$ cat config.mk
export PLATFORM = sky130hd
export DESIGN_NAME = life_neighbor_window
export DESIGN_NICKNAME = d
export VERILOG_FILES = /design/src/rtl/life_neighbor_window.sv
export SDC_FILE = /design/constraint.sdc
export NUM_CORES = 1
export LEC_CHECK = 0
export ABC_AREA = 1
export BUFFER_PORTS_ARGS = -buffer_cell sky130_fd_sc_hd__buf_2
export CORE_AREA = 3 3 178 180
export DETAILED_ROUTE_END_ITERATION = 8
export DIE_AREA = 0 0 181 183
export GPL_TIMING_DRIVEN = 1
export PLACE_DENSITY = 0.75
export SYNTH_ARGS = -nofsm -noshare
export SYNTH_HDL_FRONTEND = slang
export SYNTH_SLANG_ARGS = --single-unit
$ cat constraint.sdc
create_clock -name clk -period 5.3 [get_ports clk]
set_input_delay 0 -clock clk [delete_from_list [all_inputs] [get_ports clk]]
set_output_delay 0 -clock clk [all_outputs]
set_load 0.02 [all_outputs]
$ cat src/rtl/life_neighbor_window.sv
// life_neighbor_window
//   Frame-buffered neighborhood generator for the Game of Life datapath.
//   The block first loads one generation of the grid as a serial raster bit
//   stream. It then emits every cell in raster order together with the
//   cell's own state and its eight neighbor bits.
//
// Parameters
//   WIDTH  : grid columns (>= 3)
//   HEIGHT : grid rows (>= 3)
//   WRAP   : 0 = cells outside the grid read as dead, 1 = toroidal wrap
//
// Ports
//   clk       : sole clock, rising edge
//   rst       : synchronous active-high reset
//   in_valid  : in_cell carries a valid bit this cycle
//   in_cell   : cell state, raster order (row 0 first, x = 0..WIDTH-1)
//   in_ready  : block is loading and accepts input
//   out_valid : neighborhood outputs are valid (scanning)
//   out_ready : consumer accepts the current neighborhood
//   C         : state of cell (out_x, out_y)
//   Tl..Br    : neighbors (x-1,y-1) (x,y-1) (x+1,y-1) (x-1,y) (x+1,y)
//               (x-1,y+1) (x,y+1) (x+1,y+1)
//   out_x     : column of the current cell
//   out_y     : row of the current cell
//   out_last  : current cell is (WIDTH-1, HEIGHT-1)
module life_neighbor_window #(
    parameter int WIDTH  = 16,
    parameter int HEIGHT = 16,
    parameter int WRAP   = 0
) (
    input  logic                      clk,
    input  logic                      rst,
    input  logic                      in_valid,
    input  logic                      in_cell,
    output logic                      in_ready,
    output logic                      out_valid,
    input  logic                      out_ready,
    output logic                      C,
    output logic                      Tl,
    output logic                      T,
    output logic                      Tr,
    output logic                      L,
    output logic                      R,
    output logic                      Bl,
    output logic                      B,
    output logic                      Br,
    output logic [$clog2(WIDTH)-1:0]  out_x,
    output logic [$clog2(HEIGHT)-1:0] out_y,
    output logic                      out_last
);

    localparam int XW    = $clog2(WIDTH);
    localparam int YW    = $clog2(HEIGHT);
    localparam int CELLS = WIDTH * HEIGHT;
    localparam int IW    = $clog2(CELLS);

    localparam logic [XW-1:0] X_MAX   = XW'(WIDTH - 1);
    localparam logic [YW-1:0] Y_MAX   = YW'(HEIGHT - 1);
    localparam logic [IW-1:0] IDX_MAX = IW'(CELLS - 1);

    typedef enum logic {
        LOAD,
        SCAN
    } state_t;

    state_t          state, state_next;
    logic [XW-1:0]   x, x_next;
    logic [YW-1:0]   y, y_next;
    logic [IW-1:0]   idx, idx_next;
    logic [CELLS-1:0] frame;
    logic            frame_we;

    logic [XW-1:0]   xm, xp;
    logic [YW-1:0]   ym, yp;
    logic            xm_ok, xp_ok, ym_ok, yp_ok;

    function automatic logic cell_at(input logic [CELLS-1:0] fr,
                                     input logic [XW-1:0]    cx,
                                     input logic [YW-1:0]    cy);
        return fr[IW'(32'(cy) * 32'(WIDTH) + 32'(cx))];
    endfunction

    // State and counter registers
    always_ff @(posedge clk) begin
        if (rst) begin
            state <= LOAD;
            x     <= '0;
            y     <= '0;
            idx   <= '0;
        end else begin
            state <= state_next;
            x     <= x_next;
            y     <= y_next;
            idx   <= idx_next;
        end
    end

    // Frame buffer has no reset: every location is rewritten each LOAD
    always_ff @(posedge clk) begin
        if (frame_we) begin
            frame[idx] <= in_cell;
        end
    end

    // Next-state, counter advance and handshake outputs
    always_comb begin
        state_next = state;
        x_next     = x;
        y_next     = y;
        idx_next   = idx;
        frame_we   = 1'b0;
        in_ready   = 1'b0;
        out_valid  = 1'b0;

        unique case (state)
            LOAD: begin
                in_ready = 1'b1;
                if (in_valid) begin
                    frame_we = 1'b1;
                    if (idx == IDX_MAX) begin
                        x_next     = '0;
                        y_next     = '0;
                        idx_next   = '0;
                        state_next = SCAN;
                    end else begin
                        idx_next = idx + IW'(1);
                        if (x == X_MAX) begin
                            x_next = '0;
                            y_next = y + YW'(1);
                        end else begin
                            x_next = x + XW'(1);
                        end
                    end
                end
            end
            SCAN: begin
                out_valid = 1'b1;
                if (out_ready) begin
                    if (x == X_MAX && y == Y_MAX) begin
                        x_next     = '0;
                        y_next     = '0;
                        idx_next   = '0;
                        state_next = LOAD;
                    end else begin
                        idx_next = idx + IW'(1);
                        if (x == X_MAX) begin
                            x_next = '0;
                            y_next = y + YW'(1);
                        end else begin
                            x_next = x + XW'(1);
                        end
                    end
                end
            end
            default: begin
                state_next = LOAD;
            end
        endcase
    end

    // Neighbor coordinates; the *_ok flags kill out-of-grid reads when not wrapping
    always_comb begin
        xm    = (x == '0)    ? X_MAX : x - XW'(1);
        xp    = (x == X_MAX) ? '0    : x + XW'(1);
        ym    = (y == '0)    ? Y_MAX : y - YW'(1);
        yp    = (y == Y_MAX) ? '0    : y + YW'(1);
        xm_ok = (x != '0)    || (WRAP != 0);
        xp_ok = (x != X_MAX) || (WRAP != 0);
        ym_ok = (y != '0)    || (WRAP != 0);
        yp_ok = (y != Y_MAX) || (WRAP != 0);
    end

    assign C  = cell_at(frame, x, y);
    assign Tl = xm_ok & ym_ok & cell_at(frame, xm, ym);
    assign T  =         ym_ok & cell_at(frame, x,  ym);
    assign Tr = xp_ok & ym_ok & cell_at(frame, xp, ym);
    assign L  = xm_ok &         cell_at(frame, xm, y);
    assign R  = xp_ok &         cell_at(frame, xp, y);
    assign Bl = xm_ok & yp_ok & cell_at(frame, xm, yp);
    assign B  =         yp_ok & cell_at(frame, x,  yp);
    assign Br = xp_ok & yp_ok & cell_at(frame, xp, yp);

    assign out_x    = x;
    assign out_y    = y;
    assign out_last = (state == SCAN) && (x == X_MAX) && (y == Y_MAX);

endmodule

==> run metrics <==
status finished clean; Max-Cap Viols 0; EDFF count, synth 256; initial antenna violation count 1; setup TNS 0 ns; reg-to-reg slack, setup 2.33 ns; DR pass1 iterations 8; global placement routability congestion 1.02; Final Cell Area 0.0191 mm²; P&R area growth vs syn 6.10%; # IOs 25; prevailing post-synth register cell edfxtp_1; Synth Register Bits 273; Post-CTS Hold Fix Bufs 4; Relative slew margins 0.133; layout cells sized above 1 0.0501; min-delay worst type input port to register; WP data required 5.30 ns; Skew-Pair Late Insertion Delay 0.60 ns; Post-Syn Area 0.0180 mm²; nets 2,504; CTS Sinks 273; first-pass GRT wire length 99.2 mm; DP Cell Count 2,851; CTS tree yes; Tot GR Track Use 0.387; post-route insts no fill 2,910; CP arrival 4.37 ns; worst slew pin tran 1.30 ns; Post-Route WL 65.3 mm; top cells by area, synth edfxtp_1, nand2_1, nand3_1, nor2_1, inv_1; setup bufs post-CTS 0; Synth warnings 0; post-CTS sizing 0; Crit. End Element output port; Seq. cell area 0.00803 mm²; Core Rows 64; DR DRC count 0; DR WL/cell 22.4 µm; Synth cell types 38; Die Footprint 0.0331 mm²; DR iter-0 viols 3,186; Final min period 4.37 ns; Setup CP Type register to output port; clock buffers created by TritonCTS 30; CTS H-Tree Depth 1; Synth Instances 2,575; final worst-path cycle share 0.825; Synth area leader edfxtp_1; Antenna Nets Post-Route 0; vias 18,500; die height 183 µm; Lkg Pwr 7.63 nW; vias in the first global route 16,900; Setup violations, final 0; core area 0.0303 mm²; Synth Area per Inst 6.99 µm²; vias per inst 6.36; Placed Area 0.0181 mm²; cells on worst reg2reg path 7; grt total ovfl 0; Worst Clk Skew 0.0154 ns; most frequent cells in the layout nand2_1, nand3_1, nor2_1; largest net degree at the start of global routing 211; Mapped Nets 2,588; Synth async-reset ratio 0; share of the synthesized area in the top cell type 0.427; Antenna diodes 0; Longest Clk Path Bufs 3; IO Port Bufs 24; RSZ-0062 raised after global routing no; area of the multi-input gates 0.00866 mm²; FILL cells 2,775; Die W 181 µm; clock transition at the registers of the reported paths 0.06 ns; clock root cell clkbuf_16; initial core utilization 0.593; sequential area share after synthesis 0.446; Final Hold Viols 0; WHS 0.272 ns; DP HPWL 41.3 mm; hold depth 3; Worst Path Max Fanout 18; Max IR drop VDD 268 µV; Fmax 0.229 GHz; CP Launch Type register; Power Density 277 mW/mm²; max-slew violation count 0; leading cell type in the layout, fill and taps excluded nand2_1
==> per-layer routing <==
metal | wire length, µm | track usage
met5 | 0 | 0
met4 | 2790 | 0.150
met3 | 9320 | 0.0986
met2 | 28400 | 0.592
met1 | 24800 | 0.534
==> per-stage QoR <==
step / setup WS [ns] / power (mW) / util
floorplan: 2.26 / 3.02 / -
global placement: 1.70 / 3.27 / 0.597
detailed placement: 1.71 / 3.28 / 0.597
CTS: 1.13 / 5.26 / 0.629
global route: 0.745 / 5.47 / 0.629
finish: 0.929 / 5.29 / 0.629
==> cell families after synthesis <==
group | share of synthesized area
buf+inv | 0.0747
fa+ha+maj | 0.00556
compound gates | 0.0525
flops | 0.446
simple gates | 0.418
xor+xnor | 0.00334
==> cells in the mapped netlist (all sizes together), types with 2 or more instances <==
| cell type | instances |
|---|---|
| nand2 | 904 |
| nand3 | 524 |
| nor2 | 336 |
| edfxtp | 256 |
| inv | 144 |
| buf | 96 |
| clkbuf | 78 |
| o21ai | 76 |
| a21oi | 46 |
| o211ai | 36 |
| nand4 | 18 |
| dfxtp | 17 |
| ha | 8 |
| or2 | 7 |
| nor3 | 6 |
| xor2 | 4 |
| a211oi | 3 |
| and2 | 3 |
| clkinv | 3 |
| a2111oi | 2 |
| nand3b | 2 |
| xnor2 | 2 |
==> report_power, final <==
group	internal [mW]	total [mW]	leakage (nW)	switching, mW
Combinational	0.245	0.918	4.73	0.673
Sequential	2.36	2.36	2.44	0.00530
Clock	1.12	2.01	0.458	0.890
Total	3.73	5.29	7.63	1.57
==> flip-flops by register name, summed over array words and instances (netlist names) <==
| name | count |
|---|---|
| out_x | 4 |
| idx | 8 |
| out_y | 4 |
| frame | 256 |
| state | 1 |
==> final timing paths <==
check	from	end
max	out_y[0]	B
min	rst	out_x[0]
min reg2reg	idx[1]	idx[1]
max reg2reg	out_x[2]	idx[5]
==> critical path, stage by stage, from the launching register on <==
cell     delay, ns
dfxtp_1       0.68
inv_1         0.27
ha_1          0.87
nand2_1       0.55
inv_1         0.52
nand3_1       0.13
nand3_1       0.12
nand3_1       0.12
a21oi_1       0.28
buf_2         0.23
==> area by class of cell <==
type | count | area share
repair buffers | 58 | 0.0218
clock buffers | 42 | 0.0427
multi-input cells | 1981 | 0.454
flip-flops and latches | 273 | 0.421
clock inverters | 13 | 0.00609
well taps | 396 | 0.0259
inverters | 147 | 0.0292
Power figures use the tool's default switching activity.
